**config.mk**
```make
export PLATFORM = sky130hd
export DESIGN_NAME = sprite_renderer
export DESIGN_NICKNAME = d
export VERILOG_FILES = /design/src/rtl/sprite_renderer.sv
export SDC_FILE = /design/constraint.sdc
export NUM_CORES = 1
export LEC_CHECK = 0
export ABC_AREA = 1
export CAP_MARGIN = 20
export CORE_ASPECT_RATIO = 1.1
export CORE_MARGIN = 2
export CORE_UTILIZATION = 52
export DETAILED_ROUTE_END_ITERATION = 10
export PLACE_DENSITY_LB_ADDON = 0.2
export SETUP_SLACK_MARGIN = 0.15
export SYNTH_ARGS = -nofsm -noshare
export SYNTH_HDL_FRONTEND = slang
export SYNTH_SLANG_ARGS = --single-unit
```
**constraint.sdc**
```tcl
create_clock -name vga_clk -period 3.09 [get_ports vga_clk]
set_input_delay 0.309 -clock vga_clk [delete_from_list [all_inputs] [get_ports vga_clk]]
set_output_delay 0.309 -clock vga_clk [all_outputs]
set_load 0.005 [all_outputs]
```
**src/rtl/sprite_renderer.sv**
```systemverilog
`default_nettype none
// ============================================================================
//  Module   : sprite_renderer
//  Purpose  : Places one animated W x H sprite on the VGA raster. It supports
//             2^n scaling and horizontal flip, reads an external synchronous
//             sprite ROM, and returns a palette index and hit flag after a
//             fixed 3-cycle pipeline.
//  Revision : 1.0  initial release
// ============================================================================
module sprite_renderer #(
  parameter int SPRITE_W   = 64,
  parameter int SPRITE_H   = 64,
  parameter int FRAMES     = 4,
  parameter int IDX_W      = 4,
  parameter int TRANSP_IDX = 0,
  parameter int ADDR_W     = $clog2(FRAMES*SPRITE_W*SPRITE_H)
) (
  input  logic                      vga_clk,
  input  logic                      Reset,
  input  logic [9:0]                DrawX,
  input  logic [9:0]                DrawY,
  input  logic                      blank,
  input  logic                      frame_tick,
  input  logic [9:0]                pos_x,
  input  logic [9:0]                pos_y,
  input  logic [1:0]                scale,
  input  logic                      flip_h,
  input  logic                      play,
  input  logic                      loop_mode,
  input  logic [3:0]                anim_div,
  output logic [ADDR_W-1:0]         rom_address,
  input  logic [IDX_W-1:0]          rom_q,
  output logic [IDX_W-1:0]          pix_idx,
  output logic                      pix_hit,
  output logic [$clog2(FRAMES)-1:0] anim_frame,
  output logic                      anim_busy
);

  localparam int CX_W = $clog2(SPRITE_W);
  localparam int CY_W = $clog2(SPRITE_H);
  localparam int FR_W = $clog2(FRAMES);
  localparam logic [FR_W-1:0]  LAST_FRAME = FR_W'(FRAMES - 1);
  localparam logic [IDX_W-1:0] TRANSP     = IDX_W'(TRANSP_IDX);

  typedef enum logic [1:0] {
    HOLD = 2'd0,
    PLAY = 2'd1,
    DONE = 2'd2
  } state_t;

  state_t             state;
  logic [3:0]         tick_cnt;
  logic [4:0]         div_eff;

  // Per-frame shadow copies; the raster only ever sees these
  logic [9:0]         sx_pos;
  logic [9:0]         sy_pos;
  logic [1:0]         sc;
  logic               sflip;
  logic [FR_W-1:0]    frame_sh;

  logic signed [10:0] lx;
  logic signed [10:0] ly;
  logic [15:0]        lim_x;
  logic [15:0]        lim_y;
  logic               in_box;
  logic [CX_W-1:0]    cx;
  logic [CY_W-1:0]    cy;

  logic               in_box_d1;
  logic               in_box_d2;
  logic               blank_d1;
  logic               blank_d2;

  assign div_eff = (anim_div == 4'd0) ? 5'd1 : {1'b0, anim_div};

  // Stage-1 geometry: sprite-local coordinates, box test, texel lookup
  always_comb begin
    lx     = $signed({1'b0, DrawX}) - $signed({1'b0, sx_pos});
    ly     = $signed({1'b0, DrawY}) - $signed({1'b0, sy_pos});
    lim_x  = 16'(SPRITE_W) << sc;
    lim_y  = 16'(SPRITE_H) << sc;
    in_box = !lx[10] && !ly[10] &&
             ({6'd0, lx[9:0]} < lim_x) && ({6'd0, ly[9:0]} < lim_y);
    cx     = CX_W'(lx[9:0] >> sc);
    cy     = CY_W'(ly[9:0] >> sc);
    // Power-of-2 width makes W-1-cx a plain bit inversion
    if (sflip) cx = ~cx;
  end

  // Shadow capture plus the 3-stage pixel pipeline (address, ROM wait, output)
  always_ff @(posedge vga_clk or posedge Reset) begin
    if (Reset) begin
      sx_pos      <= '0;
      sy_pos      <= '0;
      sc          <= '0;
      sflip       <= 1'b0;
      rom_address <= '0;
      in_box_d1   <= 1'b0;
      in_box_d2   <= 1'b0;
      blank_d1    <= 1'b0;
      blank_d2    <= 1'b0;
      pix_idx     <= '0;
      pix_hit     <= 1'b0;
    end else begin
      if (frame_tick) begin
        sx_pos <= pos_x;
        sy_pos <= pos_y;
        sc     <= scale;
        sflip  <= flip_h;
      end
      rom_address <= in_box ? ADDR_W'({frame_sh, cy, cx}) : '0;
      in_box_d1   <= in_box;
      blank_d1    <= blank;
      in_box_d2   <= in_box_d1;
      blank_d2    <= blank_d1;
      if (in_box_d2 && blank_d2 && (rom_q != TRANSP)) begin
        pix_idx <= rom_q;
        pix_hit <= 1'b1;
      end else begin
        pix_idx <= '0;
        pix_hit <= 1'b0;
      end
    end
  end

  // Animation FSM; frame_sh takes the post-tick frame so a whole video frame
  // renders from one animation frame even if play restarts mid-frame
  always_ff @(posedge vga_clk or posedge Reset) begin
    if (Reset) begin
      state      <= HOLD;
      tick_cnt   <= '0;
      anim_frame <= '0;
      anim_busy  <= 1'b0;
      frame_sh   <= '0;
    end else if (play) begin
      state      <= PLAY;
      tick_cnt   <= '0;
      anim_frame <= '0;
      anim_busy  <= 1'b1;
      if (frame_tick) frame_sh <= '0;
    end else if (frame_tick) begin
      frame_sh <= anim_frame;
      if (state == PLAY) begin
        if (({1'b0, tick_cnt} + 5'd1) >= div_eff) begin
          tick_cnt <= '0;
          if (anim_frame == LAST_FRAME) begin
            if (loop_mode) begin
              anim_frame <= '0;
              frame_sh   <= '0;
            end else begin
              state     <= DONE;
              anim_busy <= 1'b0;
            end
          end else begin
            anim_frame <= anim_frame + 1'b1;
            frame_sh   <= anim_frame + 1'b1;
            if (!loop_mode && ((anim_frame + 1'b1) == LAST_FRAME)) begin
              state     <= DONE;
              anim_busy <= 1'b0;
            end
          end
        end else begin
          tick_cnt <= tick_cnt + 4'd1;
        end
      end
    end
  end

endmodule
`default_nettype wire

```
# --- Word-level counts from Yosys, hierarchy flattened ---
# Index checks and enable logic that the tools add are counted.
totals:
  regBits: 57
  input_bits: 57
  wordCells: 80
op_classes:
  n_reduce_logical: 17
  shift: 3
  add_sub_neg: 5
  mux: 31
  bitwise: 1
  eq_ne: 4
  magnitude_cmp: 3
op_table:
  columns: ["cell", "count"]
  rows:
  - ["10-bit by 16-bit less-than comparator with 1-bit output", 2]
  - ["2-bit 2-to-1 mux", 15]
  - ["4-bit 2-to-1 mux", 6]
  - ["10-bit by 10-bit subtractor with 11-bit output", 2]
  - ["10-bit by 2-bit right shift with 6-bit output", 2]
  - ["7-bit by 2-bit << shifter with 16-bit output (first input constant)", 1]
  - ["14-bit 2-to-1 mux", 1]
  - ["1-bit 2-to-1 mux", 8]
  - ["1-bit logical AND", 6]
  - ["6-bit 2-to-1 mux", 1]
  - ["6-bit inverter", 1]
  - ["2-bit nonzero test", 3]
  - ["4-bit by 1-bit adder with 5-bit output (second input constant)", 1]
  - ["5-bit by 4-bit >= comparator with 1-bit output", 1]
  - ["5-bit AND reduction", 1]
  - ["4-bit by 1-bit adder with 4-bit output (second input constant)", 1]
  - ["2-bit == test (second input constant)", 2]
  - ["4-bit zero test", 1]
  - ["4-bit nonzero test", 1]
  - ["1-bit zero test", 3]
  - ["3-bit != test (second input constant)", 1]
  - ["3-bit nonzero test", 1]
  - ["2-bit by 1-bit adder with 2-bit output (second input constant)", 1]
  - ["2-bit by 1-bit == test with 1-bit output (second input constant)", 1]
  - ["2-bit AND reduction", 1]

# --- Depth between registers and ports, before layout ---
logic_depth:
  depth_word: 9
  mapped_depth: 21
  depth_no_buf: 20

# --- Worst setup path after synthesis ---
# OpenSTA, ideal clock, no wires.
synth_path:
  path_type: "input-to-reg"
  startpoint: "input port DrawY[0]"
  endpoint: "register rom_address[11]"
  setup_slack_ps: 428
  setup_ps: 71
  stages: 19
  t_required_ps: 3019
  path_buffers: 1
  t_arrival_ps: 2591
  path_cell_list: "inv_1 ha_1 inv_1 fa_1 nand3_1 nand3_1 a21oi_1 nand2_1 nand2_1 inv_1 ha_1 o21ai_0 nand2_1 a31oi_1 nand3_2 nor2_2 buf_6 nand2_1 nor2_1"
synth_via:
  elab_chain_len: 6
  elab_cells_between_ends: 8
synth_lines:
  columns: ["element", "line_no", "rtl"]
  rows:
  - ["start: declaration", "21", "input logic [9:0] DrawY,"]
  - ["10-bit by 10-bit subtractor with 11-bit output *", "80", "ly = $signed({1'b0, DrawY}) - $signed({1'b0, sy_pos});"]
  - ["branches (longest 3 deep; another with 10-bit by 16-bit less-than comparator with 1-bit output)", null, null]
  - ["1-bit logical AND *", "84", "({6'd0, lx[9:0]} < lim_x) && ({6'd0, ly[9:0]} < lim_y);"]
  - ["via in_box", "66", "logic in_box;"]
  - ["14-bit 2-to-1 mux *", "112", "rom_address <= in_box ? ADDR_W'({frame_sh, cy, cx}) : '0;"]
  - ["end signal: assignment", "112", null]
  - ["end: declaration", "31", "output logic [ADDR_W-1:0] rom_address,"]
# Mark *: on every way through the listed nets, which the timed path passes.
# A chain may end at the register's enable or synchronous reset.

# --- Worst setup path in the final report ---
layout_path:
  startpoint: "input port DrawX[6]"
  endpoint: "register rom_address[1]"
layout_via:
  elab_chain_len: 6
  elab_cells_between_ends: 10
layout_lines:
  columns: ["element", "line_no", "rtl"]
  rows:
  - ["start: declaration", "20", "input logic [9:0] DrawX,"]
  - ["10-bit by 10-bit subtractor with 11-bit output *", "79", "lx = $signed({1'b0, DrawX}) - $signed({1'b0, sx_pos});"]
  - ["branches (longest 4 deep; another with 10-bit by 16-bit less-than comparator with 1-bit output)", null, null]
  - ["14-bit 2-to-1 mux *", "112", null]
# Mark *: on every way between the ends.

==> impl_metrics.json <==
{
  "syn2layout_area_growth_pct": 37.56,
  "power.internal_w": 0.001486,
  "grt-ovfl-total": 0,
  "leakagePower_nw": 2.733,
  "fin_ws_ns": 0.2027,
  "drt-initial-drc-count": 186,
  "wirelength_um": 8756,
  "h-tree-depth": 2,
  "core_area_um2": 7007,
  "antenna_found_initial": 0,
  "clock_latency_ns": 0.32,
  "avgSynthCellArea_um2": 7.296,
  "grt_pass1_wl_um": 14210,
  "p_sw_w": 0.0007163,
  "critPathRequiredTime_ns": 3.33,
  "dr.pass1.iters": 4,
  "outcome": "finished, final reports clean",
  "initial_core_util_pct": 53.63,
  "cts_buffer_depth": 2,
  "avgViaCountPerCell": 5.021,
  "portBuffers": 78,
  "rows": 32,
  "place.gp.congestion": 0.8548,
  "dpl.hpwl_um": 6640,
  "timing.slew.headroom_pct": 55.05,
  "wire_per_inst_um": 12.28,
  "rr_endpoint": "rom_address[1]",
  "post-route-util_pct": 73.77,
  "synth_cells": 515,
  "insertedDiodeCount": 0,
  "hp-class": "reg -> reg",
  "p_seq_share_pct": 36.8,
  "die_x_um": 85.05,
  "die-area_um2": 7923,
  "worstSetupEndpointType": "register",
  "cts_num_sinks": 56,
  "num_vias": 3580,
  "r2r_slack_ns": 0.23,
  "worstHoldStart": "blank_d1",
  "die_h_um": 93.16,
  "pre_cts_ws_ns": -0.2621,
  "swShare_pct": 32.53,
  "fin_worst_skew_ns": 0.01435,
  "synth.top_cell.area_share_pct": 37.30,
  "grt_max_degree": 48,
  "rsz0062_at_grt": "no",
  "worstSetupPathType": "in -> reg",
  "fmax_ghz": 0.3464,
  "synthMostInstantiatedCell": "nand2_1",
  "power_frac_clock_pct": 25.4,
  "yosysTopAreaCell": "dfrtp_1",
  "synthArstFlopShare_pct": 100.0,
  "cp.arrival_ns": 3.13,
  "slew_viol_final": 0,
  "synthTopCellsByCount": "nand2_1 (136), inv_1 (96), dfrtp_1 (56)",
  "worstMarginPinSlew_ns": 0.6733,
  "numCtsBuffers": 5,
  "peakVddDrop_mv": 0.2972,
  "clkTransAtPathRegs_ns": 0.09,
  "reg2regPathDepth": 18,
  "worstReg2RegStart": "sx_pos[6]",
  "syn_area_um2": 3757,
  "min_period_ns": 2.887,
  "hold_path_depth": 0,
  "fillers": 547,
  "cts_root_buffer": "clkbuf_8",
  "nets": 723,
  "groute.usage.overall_pct": 21.90,
  "timing.critical_path.fanout_max": 7,
  "ant_nets": 0,
  "syn_nets": 610,
  "synth-edff-count": 0,
  "seq_area_frac_synth_pct": 37.30,
  "synthTopCellsByArea": "dfrtp_1 (37%), nand2_1 (14%), ha_1 (12%)",
  "cts_tree": "built",
  "max_cap_violations": 0,
  "ios": 79,
  "synth_seq_cells": 56,
  "fin_crit_sh_pct": 93.44,
  "synthFlopType": "dfrtp_1",
  "comb_power_share_pct": 37.9,
  "pwr_density_cell_nw_per_um2": 426.0,
  "yosysWarningCount": 0,
  "drive_above_1_share_pct": 14.33,
  "grt_pass1_vias": 3432,
  "synth.distinct_cells": 30,
  "hold_end": "blank_d2",
  "cp-start-kind": "input port",
  "finalSetupViolations": 0,
  "finalHoldViolations": 0,
  "drc": 0
}
## cell usage in the layout, fill, tap and decap left out, types with 2 or more instances in the layout
| cell type | netlist | layout |
|---|---|---|
| ha_1 | 36 | 31 |
| nor2_1 | 34 | 31 |
| inv_1 | 96 | 88 |
| a22oi_1 | 3 | 3 |
| nand3_2 | 3 | 4 |
| a31oi_1 | 3 | 3 |
| a21oi_2 | 0 | 4 |
| buf_4 | 0 | 37 |
| fa_2 | 0 | 2 |
| dfrtp_1 | 56 | 56 |
| nand2_4 | 0 | 2 |
| nand2_1 | 136 | 125 |
| clkdlybuf4s50_1 | 0 | 74 |
| o21ai_0 | 40 | 37 |
| nor2_2 | 1 | 3 |
| nand2_2 | 2 | 11 |
| xor2_1 | 9 | 9 |
| ha_2 | 0 | 3 |
| nand4_1 | 2 | 2 |
| nor3_1 | 3 | 2 |
| dlymetal6s2s_1 | 0 | 4 |
| nand3_1 | 47 | 45 |
| ha_4 | 0 | 2 |
| a21o_1 | 4 | 4 |
| clkbuf_8 | 0 | 5 |
| bufinv_16 | 0 | 2 |
| a21oi_1 | 19 | 14 |
| inv_2 | 0 | 8 |
| o21ai_1 | 1 | 4 |
## final cells by class
type	count	area [um^2]	share of cell area, %
multi-input combinational	352	2088	40.40
sequential	56	1401	27.11
timing repair buffer	116	1080	20.89
inverter	97	364.1	7.044
tap	85	106.4	2.058
clock buffer	5	68.82	1.331
clock inverter	2	60.06	1.162
## critical path: stages
cell and delay [ns]:
clkdlybuf4s50_1 0.41, ha_1 0.33, nand2_1 0.09, inv_1 0.06, a21oi_2 0.15, nand2_1 0.10, nand2_1 0.06, nand2_1 0.06
a21oi_2 0.15, xor2_1 0.22, ha_1 0.29, a21o_1 0.18, a31oi_1 0.18, nand3_2 0.12, nor2_4 0.14, buf_6 0.15
nand2_2 0.05, nor2_1 0.09
## how the worst max path moves through the flow
stage / startpoint / to / slack, ns / cells after the start
finish: DrawX[6] / rom_address[1] / 0.20 / 18
global route: sx_pos[6] / rom_address[1] / 0.08 / 18
CTS: DrawY[0] / rom_address[0] / 0.17 / 20
detailed placement: DrawY[0] / rom_address[3] / -0.26 / 20
global placement: DrawY[0] / rom_address[5] / -0.14 / 20
floorplan: DrawY[0] / rom_address[11] / 0.43 / 19
## state kept, by name, indices dropped and copies added, names as in the netlist, 2 cells and up
register and cells:
frame_sh 2, state 2, tick_cnt 4, anim_frame 2, sx_pos 10, sy_pos 10
rom_address 14, sc 2, pix_idx 4
## power groups by stage
stage	Sequential [W]	Combinational [W]	Clock (W)
2_1_floorplan	0.000813	0.000474	0
3_3_place_gp	0.000822	0.000729	0
3_5_place_dp	0.000825	0.000752	0
4_1_cts	0.000810	0.000765	0.000570
5_1_grt	0.000816	0.000939	0.000601
6_report	0.000810	0.000833	0.000558
## what timing repair did
action	CTS	global route
endpoints found under the setup margin	11	15
setup buffers	0	4
hold buffers	0	0
pin swaps	1	30
gates resized for setup	3	47
## through the flow
step	area, um^2	power (W)	instances	TNS, ns	hold slack [ns]
after floorplan	3757	0.001287	515	0	0.3312
after global placement	4853	0.001551	702	-1.391	0.3349
after detailed placement	4853	0.001577	702	-3.053	0.3465
after CTS	4991	0.002144	709	0	0.3687
after global routing	5169	0.002356	713	0	0.3771
final	5169	0.002202	713	0	0.3629
## layer usage
| layer | GRT usage, % | up-vias | part of all wire [%] |
|---|---|---|---|
| met4 | 5.291 | 0 | 1.1 |
| met1 | 27.28 | 1621 | 43 |
| met3 | 3.266 | 12 | 5.5 |
| met5 | 0 | - | 0 |
| met2 | 39.71 | 99 | 51 |
| li1 | - | 1848 | - |
## kinds of logic after synthesis
family,Yosys count,share of synthesized area (%)
flops,56,37.30
buf+inv,107,10.92
xor+xnor,10,2.331
simple gates,230,25.64
fa+ha+maj,38,13.05
compound gates,74,10.76
Note: power is estimated with default switching activity, not from simulation.
